**src/rtl/zx_kbd_pkg.sv**
```systemverilog
// Shared definitions for the PS/2 to ZX Spectrum keyboard responder.
// Holds the PS/2 prefix bytes, matrix index types, the receiver state
// encoding and the {ext, code} -> (row, col) keymap.
package zx_kbd_pkg;

    localparam logic [7:0] SC_EXT   = 8'hE0;
    localparam logic [7:0] SC_REL   = 8'hF0;
    localparam logic [7:0] SC_PAUSE = 8'hE1;

    localparam int unsigned ZX_ROWS = 8;
    localparam int unsigned ZX_COLS = 5;

    typedef logic [2:0] row_t;
    typedef logic [2:0] col_t;

    typedef struct packed {
        logic valid;
        row_t row;
        col_t col;
    } key_loc_t;

    typedef enum logic [1:0] {
        RX_IDLE,
        RX_DATA,
        RX_PARITY,
        RX_STOP
    } rx_state_t;

    function automatic key_loc_t key_at(input int unsigned r, input int unsigned c);
        key_loc_t k;
        k.valid = 1'b1;
        k.row   = row_t'(r);
        k.col   = col_t'(c);
        return k;
    endfunction

    // Set-2 scan code to Spectrum matrix position. Only right ctrl and
    // keypad enter are recognised behind the E0 prefix.
    function automatic key_loc_t keymap(input logic ext, input logic [7:0] code);
        key_loc_t k;
        k = '0;
        if (ext) begin
            case (code)
                8'h14:   k = key_at(7, 1);
                8'h5A:   k = key_at(6, 0);
                default: k = '0;
            endcase
        end else begin
            case (code)
                8'h12, 8'h59: k = key_at(0, 0);
                8'h1A: k = key_at(0, 1);
                8'h22: k = key_at(0, 2);
                8'h21: k = key_at(0, 3);
                8'h2A: k = key_at(0, 4);
                8'h1C: k = key_at(1, 0);
                8'h1B: k = key_at(1, 1);
                8'h23: k = key_at(1, 2);
                8'h2B: k = key_at(1, 3);
                8'h34: k = key_at(1, 4);
                8'h15: k = key_at(2, 0);
                8'h1D: k = key_at(2, 1);
                8'h24: k = key_at(2, 2);
                8'h2D: k = key_at(2, 3);
                8'h2C: k = key_at(2, 4);
                8'h16: k = key_at(3, 0);
                8'h1E: k = key_at(3, 1);
                8'h26: k = key_at(3, 2);
                8'h25: k = key_at(3, 3);
                8'h2E: k = key_at(3, 4);
                8'h45: k = key_at(4, 0);
                8'h46: k = key_at(4, 1);
                8'h3E: k = key_at(4, 2);
                8'h3D: k = key_at(4, 3);
                8'h36: k = key_at(4, 4);
                8'h4D: k = key_at(5, 0);
                8'h44: k = key_at(5, 1);
                8'h43: k = key_at(5, 2);
                8'h3C: k = key_at(5, 3);
                8'h35: k = key_at(5, 4);
                8'h5A: k = key_at(6, 0);
                8'h4B: k = key_at(6, 1);
                8'h42: k = key_at(6, 2);
                8'h3B: k = key_at(6, 3);
                8'h33: k = key_at(6, 4);
                8'h29: k = key_at(7, 0);
                8'h14: k = key_at(7, 1);
                8'h3A: k = key_at(7, 2);
                8'h31: k = key_at(7, 3);
                8'h32: k = key_at(7, 4);
                default: k = '0;
            endcase
        end
        return k;
    endfunction

endpackage

```
**src/rtl/ps2_zx_keyboard_if.sv**
```systemverilog
// ULA keyboard port: row selects (A15..A8, active-low) driven by the ULA,
// column bits (active-low) returned by the keyboard.
//   master : ULA side      (drives rows, reads columns)
//   slave  : keyboard side (reads rows, drives columns)
interface ps2_zx_keyboard_if;
    logic [7:0] rows;
    logic [4:0] columns;

    modport master (output rows, input columns);
    modport slave  (input rows, output columns);
endinterface

```
**src/rtl/ps2_rx.sv**
```systemverilog
// PS/2 byte receiver: input synchronisers, ps2clk glitch filter, frame FSM
// with parity/stop checking and an inactivity timeout.
//   clk, reset_n      : system clock, async active-low reset
//   ps2clk, ps2data   : raw PS/2 lines (asynchronous)
//   byte_o            : last byte received without error
//   valid_o           : one-cycle pulse when byte_o is loaded
module ps2_rx
    import zx_kbd_pkg::*;
#(
    parameter int unsigned FILTER_LEN     = 8,
    parameter int unsigned TIMEOUT_CYCLES = 14000
) (
    input  logic       clk,
    input  logic       reset_n,
    input  logic       ps2clk,
    input  logic       ps2data,
    output logic [7:0] byte_o,
    output logic       valid_o
);

    localparam int unsigned FW = $clog2(FILTER_LEN + 1);
    localparam int unsigned TW = $clog2(TIMEOUT_CYCLES + 1);

    logic          clk_meta_q, clk_sync_q, dat_meta_q, dat_sync_q;
    logic          filt_q, filt_d;
    logic [FW-1:0] fcnt_q, fcnt_d;
    rx_state_t     state_q, state_d;
    logic [2:0]    bitcnt_q, bitcnt_d;
    logic [7:0]    shift_q, shift_d;
    logic          par_q, par_d;
    logic [TW-1:0] to_cnt_q, to_cnt_d;
    logic [7:0]    byte_q, byte_d;
    logic          valid_q, valid_d;
    logic          strobe, timeout, accept;

    // Filtered clock flips only after FILTER_LEN consecutive differing samples.
    always_comb begin
        filt_d = filt_q;
        fcnt_d = '0;
        if (clk_sync_q != filt_q) begin
            if (fcnt_q == FW'(FILTER_LEN - 1)) begin
                filt_d = clk_sync_q;
            end else begin
                fcnt_d = fcnt_q + FW'(1);
            end
        end
        strobe = filt_q & ~filt_d;
    end

    always_ff @(posedge clk or negedge reset_n) begin
        if (!reset_n) begin
            state_q <= RX_IDLE;
        end else begin
            state_q <= state_d;
        end
    end

    always_comb begin
        timeout = (state_q != RX_IDLE) && !strobe && (to_cnt_q == TW'(TIMEOUT_CYCLES - 1));
        state_d = state_q;
        if (timeout) begin
            state_d = RX_IDLE;
        end else if (strobe) begin
            case (state_q)
                RX_IDLE:   if (!dat_sync_q) state_d = RX_DATA;
                RX_DATA:   if (bitcnt_q == 3'd7) state_d = RX_PARITY;
                RX_PARITY: state_d = RX_STOP;
                default:   state_d = RX_IDLE;
            endcase
        end
    end

    always_comb begin
        bitcnt_d = bitcnt_q;
        shift_d  = shift_q;
        par_d    = par_q;
        to_cnt_d = (state_q == RX_IDLE || strobe || timeout) ? '0 : to_cnt_q + TW'(1);
        accept   = 1'b0;
        if (strobe && !timeout) begin
            case (state_q)
                RX_IDLE:   bitcnt_d = '0;
                RX_DATA: begin
                    shift_d  = {dat_sync_q, shift_q[7:1]};
                    bitcnt_d = bitcnt_q + 3'd1;
                end
                RX_PARITY: par_d = dat_sync_q;
                default:   accept = dat_sync_q && (^{shift_q, par_q});
            endcase
        end
        valid_d = accept;
        byte_d  = accept ? shift_q : byte_q;
    end

    always_ff @(posedge clk or negedge reset_n) begin
        if (!reset_n) begin
            clk_meta_q <= 1'b1;
            clk_sync_q <= 1'b1;
            dat_meta_q <= 1'b1;
            dat_sync_q <= 1'b1;
            filt_q     <= 1'b1;
            fcnt_q     <= '0;
            bitcnt_q   <= '0;
            shift_q    <= '0;
            par_q      <= 1'b0;
            to_cnt_q   <= '0;
            byte_q     <= '0;
            valid_q    <= 1'b0;
        end else begin
            clk_meta_q <= ps2clk;
            clk_sync_q <= clk_meta_q;
            dat_meta_q <= ps2data;
            dat_sync_q <= dat_meta_q;
            filt_q     <= filt_d;
            fcnt_q     <= fcnt_d;
            bitcnt_q   <= bitcnt_d;
            shift_q    <= shift_d;
            par_q      <= par_d;
            to_cnt_q   <= to_cnt_d;
            byte_q     <= byte_d;
            valid_q    <= valid_d;
        end
    end

    assign byte_o  = byte_q;
    assign valid_o = valid_q;

endmodule

```
**src/rtl/ps2_zx_keyboard.sv**
```systemverilog
// PS/2 keyboard standing in for the ZX Spectrum membrane matrix.
// Decodes set-2 scan codes into an 8x5 key matrix and answers ULA row
// selects combinationally with the OR of the selected rows' keys.
//   clk, reset_n            : system clock (clk14), async active-low reset
//   ps2clk, ps2data         : PS/2 lines from the keyboard
//   kbd (slave)             : rows in / columns out, both active-low
//   scancode/scancode_valid : last good byte and its one-cycle update pulse
module ps2_zx_keyboard
    import zx_kbd_pkg::*;
#(
    parameter int unsigned FILTER_LEN     = 8,
    parameter int unsigned TIMEOUT_CYCLES = 14000
) (
    input  logic                  clk,
    input  logic                  reset_n,
    input  logic                  ps2clk,
    input  logic                  ps2data,
    ps2_zx_keyboard_if.slave      kbd,
    output logic [7:0]            scancode,
    output logic                  scancode_valid
);

    logic [7:0] rx_byte;
    logic       rx_valid;

    ps2_rx #(
        .FILTER_LEN    (FILTER_LEN),
        .TIMEOUT_CYCLES(TIMEOUT_CYCLES)
    ) u_rx (
        .clk    (clk),
        .reset_n(reset_n),
        .ps2clk (ps2clk),
        .ps2data(ps2data),
        .byte_o (rx_byte),
        .valid_o(rx_valid)
    );

    assign scancode       = rx_byte;
    assign scancode_valid = rx_valid;

    logic [ZX_ROWS-1:0][ZX_COLS-1:0] matrix_q, matrix_d;
    logic                            ext_q, ext_d, rel_q, rel_d;
    logic [2:0]                      skip_q, skip_d;
    key_loc_t                        km;
    logic [ZX_COLS-1:0]              hit;

    always_comb begin
        matrix_d = matrix_q;
        ext_d    = ext_q;
        rel_d    = rel_q;
        skip_d   = skip_q;
        km       = keymap(ext_q, rx_byte);
        if (rx_valid) begin
            if (skip_q != '0) begin
                skip_d = skip_q - 3'd1;
            end else if (rx_byte == SC_PAUSE) begin
                // Pause sends E1 plus seven more bytes; swallow them all.
                skip_d = 3'd7;
                ext_d  = 1'b0;
                rel_d  = 1'b0;
            end else if (rx_byte == SC_EXT) begin
                ext_d = 1'b1;
            end else if (rx_byte == SC_REL) begin
                rel_d = 1'b1;
            end else begin
                if (km.valid) matrix_d[km.row][km.col] = !rel_q;
                ext_d = 1'b0;
                rel_d = 1'b0;
            end
        end
    end

    always_ff @(posedge clk or negedge reset_n) begin
        if (!reset_n) begin
            matrix_q <= '0;
            ext_q    <= 1'b0;
            rel_q    <= 1'b0;
            skip_q   <= '0;
        end else begin
            matrix_q <= matrix_d;
            ext_q    <= ext_d;
            rel_q    <= rel_d;
            skip_q   <= skip_d;
        end
    end

    always_comb begin
        hit = '0;
        for (int unsigned r = 0; r < ZX_ROWS; r++) begin
            if (!kbd.rows[r]) hit = hit | matrix_q[r];
        end
    end

    assign kbd.columns = ~hit;

endmodule

```
**src/flat_wrapper.sv**
```systemverilog
// flat-port wrapper written by rule: the top's interface ports become plain ports
module ps2_zx_keyboard_flat import zx_kbd_pkg::*;
#(
    parameter int unsigned FILTER_LEN     = 8,
    parameter int unsigned TIMEOUT_CYCLES = 14000
)
  (clk, reset_n, ps2clk, ps2data, scancode, scancode_valid, kbd_rows, kbd_columns);
  ps2_zx_keyboard_if kbd_i ();
  input  logic clk;
  input  logic reset_n;
  input  logic ps2clk;
  input  logic ps2data;
  output logic [7:0] scancode;
  output logic scancode_valid;
  input wire logic [$bits(kbd_i.rows)-1:0] kbd_rows;
  output wire logic [$bits(kbd_i.columns)-1:0] kbd_columns;
  assign kbd_i.rows = kbd_rows;
  assign kbd_columns = kbd_i.columns;
  ps2_zx_keyboard #(.FILTER_LEN(FILTER_LEN), .TIMEOUT_CYCLES(TIMEOUT_CYCLES)) u_core (.clk(clk), .reset_n(reset_n), .ps2clk(ps2clk), .ps2data(ps2data), .kbd(kbd_i), .scancode(scancode), .scancode_valid(scancode_valid));
endmodule
```
**config.mk**
```make
export PLATFORM = sky130hd
export DESIGN_NAME = ps2_zx_keyboard_flat
export DESIGN_NICKNAME = d
export VERILOG_FILES = /design/src/rtl/zx_kbd_pkg.sv /design/src/rtl/ps2_zx_keyboard_if.sv /design/src/rtl/ps2_rx.sv /design/src/rtl/ps2_zx_keyboard.sv /design/src/flat_wrapper.sv
export SDC_FILE = /design/constraint.sdc
export NUM_CORES = 1
export LEC_CHECK = 0
export CAP_MARGIN = 5
export CORE_MARGIN = 2
export CORE_UTILIZATION = 50
export DETAILED_ROUTE_END_ITERATION = 10
export GPL_TIMING_DRIVEN = 0
export PLACE_DENSITY = 0.74
export SYNTH_ARGS = -nofsm -noshare
export SYNTH_HDL_FRONTEND = slang
export SYNTH_SLANG_ARGS = --single-unit
```
**constraint.sdc**
```tcl
create_clock -name clk -period 7.1 [get_ports clk]
set_input_delay 0.71 -clock clk [delete_from_list [all_inputs] [get_ports clk]]
set_output_delay 0.71 -clock clk [all_outputs]
set_load 0.05 [all_outputs]
```
==> After elaboration in Yosys (flattened, before gate mapping) <==
Memory sizes are Yosys's and may differ from the RTL's.
Index checks and enable logic that the tools add are counted.
{ "totals": {"input_bits": 12, "out_inout_bits": 14, "ff_bits": 91, "romBits": 896, "elab_cells": 126, "memories": 1} }
{ "mem_list": {"columns": ["memory", "words", "word_bits", "rd", "rd_clocked_by_memory_dff", "wr", "line", "source"], "rows": [
  ["(name not given)", 128, 7, 1, 0, 0, "zx_kbd_pkg.sv:49", "case (code)"]
]} }
{ "op_classes": {"n_reduce_logical": 27, "order_cmp": 4, "muxes": 37, "n_eq_ne": 15, "n_addsub": 4, "bitwise_logic": 14} }
{ "ops": {"columns": ["operator", "count"], "rows": [
  ["$mux 5", 9],
  ["$bwmux 40", 1],
  ["$or 5x5->5", 7],
  ["$eq 8x8->1 const B", 3],
  ["$demux 5 s3", 1],
  ["$add 14x1->14 const B", 1],
  ["$eq 14x14->1 const B", 1],
  ["$mux 14", 1],
  ["$mux 7", 2],
  ["$pmux 7 s2", 1],
  ["$mux 1", 11],
  ["$reduce_and 3->1", 3],
  ["$reduce_xor 9->1", 1],
  ["$eq 8x5->1 const B", 1],
  ["$eq 8x7->1 const B", 1],
  ["$lt 3x4->1 const B", 2],
  ["$mux 2", 4],
  ["$mux 4", 2],
  ["$reduce_and 2->1", 4],
  ["$reduce_bool 2->1", 4],
  ["$ge 3x1->1 const B", 2],
  ["$logic_and 1x1->1", 6],
  ["$mux 3", 2],
  ["$ne 3x3->1 const B", 2],
  ["other kinds (22)", 29]
]} }

==> Logic depth before layout (Yosys ltp) <==
Gate-level depths: netlist (run 1).
{ "logic_depth": {"word_depth": 16, "mapped_depth": 12, "ltp_nobuf": 9} }

==> Hierarchy <==
A second synthesis (run 1) with hierarchy kept.
{ "unflattened": {"cells_unflattened": 547, "area_unflattened_um2": 5415.2} }
{ "modules_own_cells": {"columns": ["mod", "cells_per_inst", "area_each_um2", "n_inst", "seq_area_each_um2"], "rows": [
  ["ps2_zx_keyboard", 376, 3358.2, 1, 1126.1],
  ["ps2_rx", 171, 2057.0, 1, 1157.4]
]} }

==> Worst setup path after synthesis (run 1) <==
OpenSTA, ideal clock, no wires.
{ "synth_timing": {"path_kind": "input-to-output", "start": "input port kbd_rows[1]", "end": "output port kbd_columns[0]", "t_arrival_ns": 2.338, "required_time_ns": 6.390, "path_stages": 2, "path_buffers": 0, "slack_ns": 4.052, "cell_sequence": "o22ai_1 > nor4_1"} }
{ "synth_via": {"elab_chain_cells": 14} }
{ "synth_lines": {"columns": ["element", "line", "source"], "rows": [
  ["from (decl)", "flat_wrapper.sv:15", "input wire logic [$bits(kbd_i.rows)-1:0] kbd_rows;"],
  ["$mux 5 *", "ps2_zx_keyboard.sv:90", "if (!kbd.rows[r]) hit = hit | matrix_q[r];"],
  ["$or 5x5->5", "ps2_zx_keyboard.sv:90", null],
  ["$mux 5 *", "ps2_zx_keyboard.sv:90", null],
  ["$or 5x5->5", "ps2_zx_keyboard.sv:90", null],
  ["$mux 5 *", "ps2_zx_keyboard.sv:90", null],
  ["$or 5x5->5", "ps2_zx_keyboard.sv:90", null],
  ["$mux 5 *", "ps2_zx_keyboard.sv:90", null],
  ["$or 5x5->5", "ps2_zx_keyboard.sv:90", null],
  ["$mux 5 *", "ps2_zx_keyboard.sv:90", null],
  ["$or 5x5->5", "ps2_zx_keyboard.sv:90", null],
  ["$mux 5 *", "ps2_zx_keyboard.sv:90", null],
  ["$or 5x5->5", "ps2_zx_keyboard.sv:90", null],
  ["$mux 5 *", "ps2_zx_keyboard.sv:90", null],
  ["$not 5->5 *", "ps2_zx_keyboard.sv:94", "assign kbd.columns = ~hit;"],
  ["to (decl)", "flat_wrapper.sv:16", "output wire logic [$bits(kbd_i.columns)-1:0] kbd_columns;"]
]} }
Mark *: on every way between the ends. The rest lies on a longest branch, timed or not.

==> Worst setup path after layout (run 1) <==
{ "layout_timing": {"start": "register u_core.u_rx.byte_q[1] (netlist: u_core.u_rx.byte_o[1])", "end": "register u_core.matrix_q[2] (netlist name)"} }
{ "layout_via": {"elab_chain_cells": 10, "elab_cells_between_ends": 24, "cone_classes": "order compare (4); eq/ne (5); mux (8); bitwise (3); reduce/logical (3); memory (1)"} }
{ "layout_lines": {"columns": ["element", "line", "source"], "rows": [
  ["from (decl)", "ps2_rx.sv:32", "logic [7:0] byte_q, byte_d;"],
  ["from (signal assigned)", "ps2_rx.sv:119", "byte_q <= byte_d;"],
  ["$mem_v2 128x7, or another cell as far along", null, null],
  ["$mux 7 / $pmux 7 s2 (equally long branches)", "zx_kbd_pkg.sv:49, zx_kbd_pkg.sv:43", null],
  ["$mux 7", "zx_kbd_pkg.sv:42", "if (ext) begin"],
  ["$lt 3x4->1 (implied by the code) / $ge 3x1->1 (equally long branches)", "ps2_zx_keyboard.sv:66", "if (km.valid) matrix_d[km.row][km.col] = !rel_q;"],
  ["$logic_and 1x1->1 (implied by the code)", "ps2_zx_keyboard.sv:66", null],
  ["$mux 1 (implied by the code)", "ps2_zx_keyboard.sv:66", null],
  ["$demux 1 s3", null, null],
  ["$mux 5 (implied by the code)", "ps2_zx_keyboard.sv:66", null],
  ["$demux 5 s3", null, null],
  ["$bwmux 40", "ps2_zx_keyboard.sv:66", null],
  ["to (signal assigned)", "ps2_zx_keyboard.sv:80", "matrix_q <= matrix_d;"],
  ["to (decl)", "ps2_zx_keyboard.sv:41", "logic [ZX_ROWS-1:0][ZX_COLS-1:0] matrix_q, matrix_d;"]
]} }
Parallel ways exist; a longest one is shown, timed or not.
A chain may end at the register's enable or synchronous reset.

==> results.md, run 1 <==
* Met2 Use GR at 0.379
* ANT nets after route at 0
* Reg-to-Reg End: u_core.matrix_q[2]
* Async set or reset register ratio after synthesis at 1.00
* Crit path max-delay cell type: nor4_4
* Number of I/O port buffers at 25
* DP HPWL at 8840 microns
* Longest Clk Path Bufs at 2
* Final core area utilization at 0.577
* Worst-path cell chain: clkbuf_1, inv_1, ha_1, mux2i_1, nor4_1, nor4b_1, o31ai_1, nor4_4, nand3_1, mux2i_1
* CP peak stage delay at approximately 0.6 ns
* WP data arrival at 3.73 ns
* First-pass GRT wire length at approximately 21000 microns
* Post-CTS Setup Inserts at 0
* Cts repair resizes at 0
* CTS buffer count at 9
* Period utilization at 0.491
* Critical path endpoint category: flip-flop
* Lkg Pwr at roughly 0.0027 uW
* Initial core utilization at 0.514
* Die H at around 110 microns
* HP Class: primary input to asynchronous set/reset pin
* First-pass DRT Iterations at 5
* CTS tree: built
* Maximum clock rate at 287 MHz
* Yosys reg bits at just over 90
* Synthesized cell area at approximately 0.0053 sq mm
* Pre-CTS setup slack at roughly 3.6 ns
* Ports at 26
* Area contributors post-synth: dfrtp_1 (41%), mux2i_1 (7.6%), mux2_2 (4.3%), ha_1 (4.0%), nand3_1 (3.9%)
* Mapped Nets at 570
* Die width at roughly 110 microns
* Post-synth EDFFs at 0
* Met1 Usage GRT at 0.301
* Critical Path Fanout Max at 10
* Vias at around 4200
* Grt total ovfl at 0
* CP Launch Type: flip-flop
* CTS H-tree depth at 3
* Crit path buf inv count at 2
* Worst slew pin tran at roughly 0.76 ns
* Max-cap violations at 0
* RSZ-0062 raised after global routing: false
* R2R setup slack at about 3.6 ns
* Antenna violations before repair at 0
* Final setup viols at 0
* Gr usage total at 0.230
* Worst-path clk slew at 0.11 ns
* CTS Sinks at 91
* Maximum VDD drop at around 0.12 mV
* Met3 Track Usage GR at 0.0383
* Fin. Hold Viols at 0
* Reg2reg path depth at 10
* Slew Limit Fails at 0
* Layout cell share with drive strength beyond 1 at 0.120
* P per Cell Area at about 160 mW/mm^2
* Final worst slack at 3.61 ns
* Worst Path Class, Setup: flip-flop to flip-flop
* Post-route DRC at 0
* Synthesis Warnings at 0
* N_diodes at 0
* Row count at 37
* Hold_buf cts at 0
* Setup crit start: u_core.u_rx.byte_o[1]
* Period minus WS final at between 3 and 4 ns
* GP Congestion at between 1 and 1.5
* Predominant post-synthesis flop cell: dfrtp_1
* Synthesized area per cell at 9.76 sq um
* Worst r2r src: u_core.u_rx.byte_o[1]
* Vias in the first global route at roughly 4400
* Post-synthesis instance total at between 500 and 600
* CP delay by family, top: simple AND/OR/NAND/NOR gates
* DRT iter0 DRCs at 218
* Largest net degree at the start of global routing at between 60 and 70
* Area grow syn2layout at 12.2%
* Fin Clk Skew at around 0.017 ns
* Worst slew margin at 0.492
* Post-synth top area share at 0.407
* Most used cell, CP: mux2i_1
* Core Region at roughly 0.010 sq mm
* Die area at approximately 0.011 sq mm
* Total Wirelength at around 12000 microns
* Most used routing layer: met2
* Vias per cell at about 5.8
* Yosys cell types at 66
* Post-DR wirelength/cell at around 17 microns
* Cell taking the most area after synthesis: dfrtp_1
* # nets final at 607
* Status: completed
* Crit path required time at approximately 7.3 ns
* Worst-skew pair later-pin latency at between 0.3 and 0.4 ns
* Root Buffer: clkbuf_8
* Seq/Total Area, Yosys at 0.432
* Setup TNS at 0 ns
flip-flops by register name, summed over array words and instances (netlist names), 2 cells and up:
name                  count
u_core.matrix_q          40
u_core.u_rx.to_cnt_q     14
u_core.u_rx.byte_o        8
u_core.u_rx.shift_q       8
u_core.u_rx.fcnt_q        4
u_core.skip_q             3
u_core.u_rx.bitcnt_q      3
u_core.u_rx.state_q       2
synthesized netlist by cell type (12+ instances only):
| library cell | instances |
|---|---|
| nand3_1 | 41 |
| mux2_2 | 20 |
| nor2b_1 | 15 |
| nand2_1 | 27 |
| inv_1 | 53 |
| xnor2_1 | 14 |
| a21oi_1 | 14 |
| ha_1 | 17 |
| dfrtp_1 | 86 |
| o22ai_1 | 20 |
| o21ai_0 | 12 |
| mux2i_1 | 40 |
| nor2_1 | 40 |
cells in the final DEF, fill, tap and decap left out, types with 6 or more instances in the layout:
master           count
a21oi_1             14
a31oi_1              6
and2_1               6
buf_2               11
clkbuf_1            10
clkbuf_8             9
clkdlybuf4s50_1     24
dfrtp_1             86
ha_1                17
inv_1               53
mux2_2              20
mux2i_1             40
nand2_1             27
nand2b_1             6
nand3_1             41
nor2_1              40
nor2b_1             15
nor4_1               9
o21ai_0             12
o22ai_1             20
xnor2_1             14
xor2_1               8
routing by layer:
layer | part of all wire | wire [microns]
met1 | 0.44 | 5330
met2 | 0.49 | 5890
met3 | 0.051 | 618
met4 | 0.022 | 268
met5 | 0 | 0
how the worst max path moves through the flow:
| stage | endpoint | slack (ns) | depth (start not counted) |
|---|---|---|---|
| floorplan | kbd_columns[0] | 4.05 | 2 |
| global placement | u_core.matrix_q[23] | 2.14 | 1 |
| detailed placement | kbd_columns[0] | 3.65 | 4 |
| CTS | kbd_columns[0] | 3.65 | 4 |
| global route | u_core.matrix_q[22] | 3.41 | 10 |
| finish | u_core.matrix_q[2] | 3.61 | 10 |
final cells by class:
| type | count | area (sq um) |
|---|---|---|
| buffer | 26 | 141 |
| clock inverter | 6 | 72.6 |
| timing repair buffer | 26 | 275 |
| fill | 904 | 4350 |
| clock buffer | 10 | 128 |
| sequential | 91 | 2280 |
| multi-input combinational | 370 | 2650 |
| inverter | 54 | 203 |
| tap | 136 | 170 |
stage by stage:
step / cells / total power, uW / instance area [sq um] / hold slack, ns
after detailed placement: 703 / 594 / 5730 / 0.348
after global placement: 702 / 590 / 5700 / 0.346
final: 719 / 945 / 5930 / 0.256
after floorplan: 541 / 567 / 5280 / 0.345
after CTS: 719 / 954 / 5930 / 0.254
after global routing: 719 / 983 / 5930 / 0.268
cells by family after synthesis:
family,synth area share
AO/OA/AOI/OAI,0.115
XOR/XNOR,0.0365
adder cells (fa/ha/maj),0.0403
buffers and inverters,0.0651
flip-flops,0.432
multiplexers,0.118
AND/OR/NAND/NOR,0.192
worst register-to-register path: stages (launching register included):
cell and delay [ns]:
dfrtp_1 0.41, clkbuf_1 0.39, inv_1 0.17, ha_1 0.40
mux2i_1 0.18, nor4_1 0.07, nor4b_1 0.57, o31ai_1 0.22
nor4_4 0.60, nand3_1 0.18, mux2i_1 0.16
power by group:
| part | switching [uW] | internal, uW |
|---|---|---|
| Clock | 194 | 168 |
| Sequential | 8.45 | 531 |
| Combinational | 24.4 | 19.1 |
| Total | 227 | 718 |
Power figures use the tool's default switching activity.
==> run 2: changes to the inputs <==
Settings changed: PLACE_DENSITY 0.74 to 0.77.
Clock period 7.1 ns to 2.95 ns, I/O delays scaled along.
==> results.md, run 2 (same netlist as run 1, synthesis figures left out) <==
* Status: completed
* Slew Limit Fails at 0
* Ports at 26
* Worst slew pin tran at approximately 0.77 ns
* Largest net degree at the start of global routing at 76
* Vias per cell at 5.90
* Power consumption at between 2000 and 2500 uW
* CTS buffer count at 9
* Most common cell after layout, fill and taps aside: dfrtp_1
* Most frequent cells in the layout: dfrtp_1 (83), inv_1 (52), nand3_1 (41)
* Number of I/O port buffers at 25
* Total Wirelength at 12400 microns
* CTS tree: built
* Layout cell share with drive strength beyond 1 at 0.156
* Largest register by flop count: u_core.matrix_q
* Max reg flops at 40
* DRT iter0 DRCs at between 300 and 400
* Core Region at between 0.01 and 0.015 sq mm
* Worst Path Class, Setup: flip-flop to flip-flop
* Die H at ~110 microns
* Critical path endpoint category: flip-flop
* Layout fillers at ~890
* Worst-skew pair later-pin latency at 0.37 ns
* Crit path required time at ~3.2 ns
* First-pass GRT wire length at 20500 microns
* Row count at 37
* Post-route DRC at 0
* P per Cell Area at roughly 380 mW/mm^2
* CTS Sinks at 91
* Period minus WS final at around 2.8 ns
* Maximum VDD drop at ~0.35 mV
* RSZ-0062 raised after global routing: false
* Lkg Pwr at about 0.0028 uW
* Longest Clk Path Bufs at 2
* Grt total ovfl at 0
* Top flop regs: u_core.matrix_q x40, u_core.u_rx.to_cnt_q x14
* Antenna violations before repair at 0
* Post-DR wirelength/cell at ~17 microns
* Worst-path clk slew at approximately 0.11 ns
* Root Buffer: clkbuf_8
* Final setup viols at 0
* Vias in the first global route at between 4000 and 5000
* Die width at ~110 microns
* N_diodes at 0
* Critical Path Fanout Max at 10
* Period utilization at 0.954
* CP Launch Type: flip-flop
* GP Congestion at a little under 1
* ANT nets after route at 0
* DP HPWL at roughly 8800 microns
* Gr usage total at 0.226
* Max-cap violations at 0
* First-pass DRT Iterations at 5
* Worst slew margin at 0.485
* Hold slack at between 0.3 and 0.4 ns
* Fin. Hold Viols at 0
* Maximum clock rate at roughly 360 MHz
* Initial core utilization at 0.514
* Die area at 0.0114 sq mm
* Fin Clk Skew at about 0.022 ns
* Vias at 4269
* Area grow syn2layout at 14.9%
* WP data arrival at between 3 and 4 ns
* # nets final at 612
* CTS H-tree depth at 3
* HP Class: primary input to asynchronous set/reset pin
## run 2: changes by cell type in the layout (fill, tap and decap cells not counted), sizes merged
cell and change:
buf +3, clkinv -1, clkinvlp +1, dlygate4sd3 +1, inv +1
## run 2: per-layer routing
| metal | up-vias | track usage | wire length (microns) |
|---|---|---|---|
| li1 | 1987 | - | - |
| met1 | 2101 | 0.300 | 5390 |
| met2 | 144 | 0.375 | 6070 |
| met3 | 37 | 0.0280 | 523 |
| met4 | 0 | 0.0946 | 384 |
| met5 | - | 0 | 0 |
## run 2: worst paths after layout
path	slack, ns	cells past startpoint	to	startpoint
setup / recovery	0.14	10	u_core.matrix_q[5]	u_core.u_rx.byte_o[1]
hold / removal	0.33	2	u_core.u_rx.shift_q[2]	reset_n
setup reg to reg	0.14	10	u_core.matrix_q[5]	u_core.u_rx.byte_o[1]
hold reg to reg	0.36	0	u_core.u_rx.clk_sync_q	u_core.u_rx.clk_meta_q
max in group asynchronous	1.97	3	u_core.u_rx.filt_q	reset_n
min in group clk	0.33	1	u_core.u_rx.dat_meta_q	ps2data
## run 2: what timing repair did
action	in CTS	in global routing
setup buffers	0	4
resized for setup	8	23
hold buffers	1	0
pin swaps	1	5
hold endpoints to repair	16	0
setup endpoints to repair	40	40
## run 2: area by class of cell
cell class	count	area, sq um	area share
multi-input cells	370	2730	0.450
well taps	136	170	0.0281
flip-flops and latches	91	2290	0.377
clock buffers	9	124	0.0204
inverters	54	203	0.0334
plain buffers	26	156	0.0258
repair buffers	31	315	0.0520
clock inverters	7	80.1	0.0132
## run 2: report_power, final
part / internal, uW / switching, uW / total (uW)
logic: 47.0 / 61.3 / 108
registers: 1280 / 21.0 / 1300
clock network: 405 / 477 / 882
## run 2: stage by stage
stage          cells  area, sq um  utilization  TNS (ns)  worst slack, ns
6_report         724         6070        0.590         0            0.136
5_1_grt          724         6070        0.590         0           0.0199
4_1_cts          720         5970        0.580   -0.0232          -0.0169
3_5_place_dp     703         5730        0.557     -6.96           -0.283
3_3_place_gp     702         5700        0.555   -143.78            -1.88
2_1_floorplan    541         5280            -         0           0.0634
## run 2: critical path, stage by stage, from the launching register on
cell	delay, ns
dfrtp_2	0.44
clkbuf_4	0.19
inv_2	0.10
ha_2	0.32
inv_1	0.07
a2111oi_1	0.07
o41a_1	0.40
or3_4	0.42
nor4_4	0.42
nand2_1	0.14
mux2i_1	0.13
==> run 3: changes to the inputs <==
Settings changed: REMOVE_ABC_BUFFERS set to 1.
==> results.md, run 3 (same netlist as run 1, synthesis figures left out) <==
* Reg-to-Reg End: u_core.matrix_q[6]
* Antenna violations before repair at 0
* Vias per cell at roughly 6.0
* Hold slack at between 0.3 and 0.4 ns
* Number of I/O port buffers at 25
* HP Class: primary input to flip-flop
* Root Buffer: clkbuf_8
* Crit path required time at 3.13 ns
* Layout cell share with drive strength beyond 1 at 0.153
* N_diodes at 0
* Maximum clock rate at approximately 350 MHz
* P per Cell Area at ~360 mW/mm^2
* Longest Clk Path Bufs at 2
* Gr usage total at 0.211
* Status: completed
* CTS H-tree depth at 3
* Area grow syn2layout at 13.1%
* Largest register by flop count: u_core.matrix_q
* Fin. Hold Viols at 0
* DRT iter0 DRCs at around 280
* Slew Limit Fails at 0
* CP Capture Point: u_core.matrix_q[6]
* CP Launch Type: flip-flop
* Max-cap violations at 0
* Setup TNS at 0 ns
* Total Wirelength at around 12000 microns
* Reg2reg path depth at 9
* First-pass DRT Iterations at 5
* CTS tree: built
* Post-DR wirelength/cell at around 17 microns
* Worst Path Class, Setup: flip-flop to flip-flop
* Non-filler cells, final at between 700 and 800
* Met2 Use GR at 0.339
* Row count at 37
* # nets final at between 500 and 600
* CTS buffer count at 9
* Core Region at between 0.01 and 0.015 sq mm
* Worst r2r src: u_core.u_rx.byte_o[1]
* Hold depth at 1
* Worst-path clk slew at roughly 0.090 ns
* Grt total ovfl at 0
* Worst-skew pair later-pin latency at about 0.36 ns
* Cells after DPL at about 680
* Most common cell after layout, fill and taps aside: dfrtp_1
* R2R setup slack at 0.09 ns
* Post-route DRC at 0
* Max reg flops at 40
* Die width at 107 microns
* Period minus WS final at around 2.9 ns
* Critical path endpoint category: flip-flop
* WP data arrival at about 3.0 ns
* Die area at between 0.01 and 0.015 sq mm
* Fin Clk Skew at about 0.014 ns
* Most used routing layer: met2
* Met3 Track Usage GR at 0.0353
* First-pass GRT wire length at roughly 19000 microns
* CTS Sinks at 91
* Met1 Usage GRT at 0.286
* GP Congestion at between 0.9 and 1
* Most frequent cells in the layout: dfrtp_1 (80), inv_1 (53), nand3_1 (41)
* Critical Path Fanout Max at 5
* Worst slew margin at 0.172
* Ports at 26
* ANT nets after route at 0
* Maximum VDD drop at about 0.31 mV
* Period utilization at 0.969
* Die H at between 100 and 150 microns
* Lkg Pwr at about 0.0027 uW
* Worst slew pin tran at about 1.2 ns
* Vias at 4200
* Vias in the first global route at between 4000 and 5000
* Initial core utilization at 0.514
* Setup crit start: u_core.u_rx.byte_o[1]
* Power consumption at between 2000 and 2500 uW
* DP HPWL at roughly 7900 microns
* Top flop regs: u_core.matrix_q x40, u_core.u_rx.to_cnt_q x14
* Final setup viols at 0
* Largest net degree at the start of global routing at 49
==> run 3: per-stage QoR <==
| step | setup WS, ns | util | cell area [sq um] |
|---|---|---|---|
| floorplan | -0.299 | - | 5140 |
| global placement | -1.59 | 0.541 | 5560 |
| detailed placement | -0.813 | 0.543 | 5580 |
| CTS | 0.00138 | 0.571 | 5870 |
| global route | -0.00724 | 0.581 | 5970 |
| finish | 0.0922 | 0.581 | 5970 |
==> run 3: worst min-delay path by stage <==
stage / to / slack (ns) / startpoint
final: u_core.u_rx.clk_meta_q / 0.33 / ps2clk
after global routing: u_core.u_rx.clk_meta_q / 0.32 / ps2clk
after CTS: u_core.u_rx.clk_meta_q / 0.32 / ps2clk
after detailed placement: u_core.matrix_q[15] / 0.34 / reset_n
after global placement: u_core.u_rx.clk_sync_q / 0.35 / u_core.u_rx.clk_meta_q
after floorplan: u_core.ext_q / -0.0006 / reset_n
==> run 3: routing by layer <==
layer	routed length, microns	share of wire
met2	5660	0.49
met4	226	0.019
met1	5070	0.43
met5	0	0
met3	697	0.060
==> run 3: repair_timing <==
action | 4_1_cts | 5_1_grt
resized for setup | 18 | 16
pin swaps | 1 | 4
buffers inserted | 5 | 6
hold buffers | 1 | 0
hold endpoints to repair | 45 | 0
endpoints found under the setup margin | 40 | 40
==> run 3: area by class of cell <==
class	count	area [sq um]
clock buffers	10	128
clock inverters	6	51.3
fillers	846	4300
inverters	54	203
multi-input cells	370	2760
flip-flops and latches	91	2290
well taps	136	170
repair buffers	38	370
==> run 3: power breakdown <==
group	switching (uW)	total [uW]	internal, uW
Clock	447	762	315
Combinational	60.2	106	45.7
Sequential	20.0	1300	1280
Total	527	2170	1640
==> run 3: critical path, cell delays in order (launching register included) <==
cell and delay (ns):
dfrtp_2 0.45, buf_4 0.16, ha_1 0.23, a21o_1 0.23, o221a_2 0.27, a211o_1 0.24, a211o_4 0.42, nor4_4 0.43
nand2_1 0.12, mux2i_1 0.14
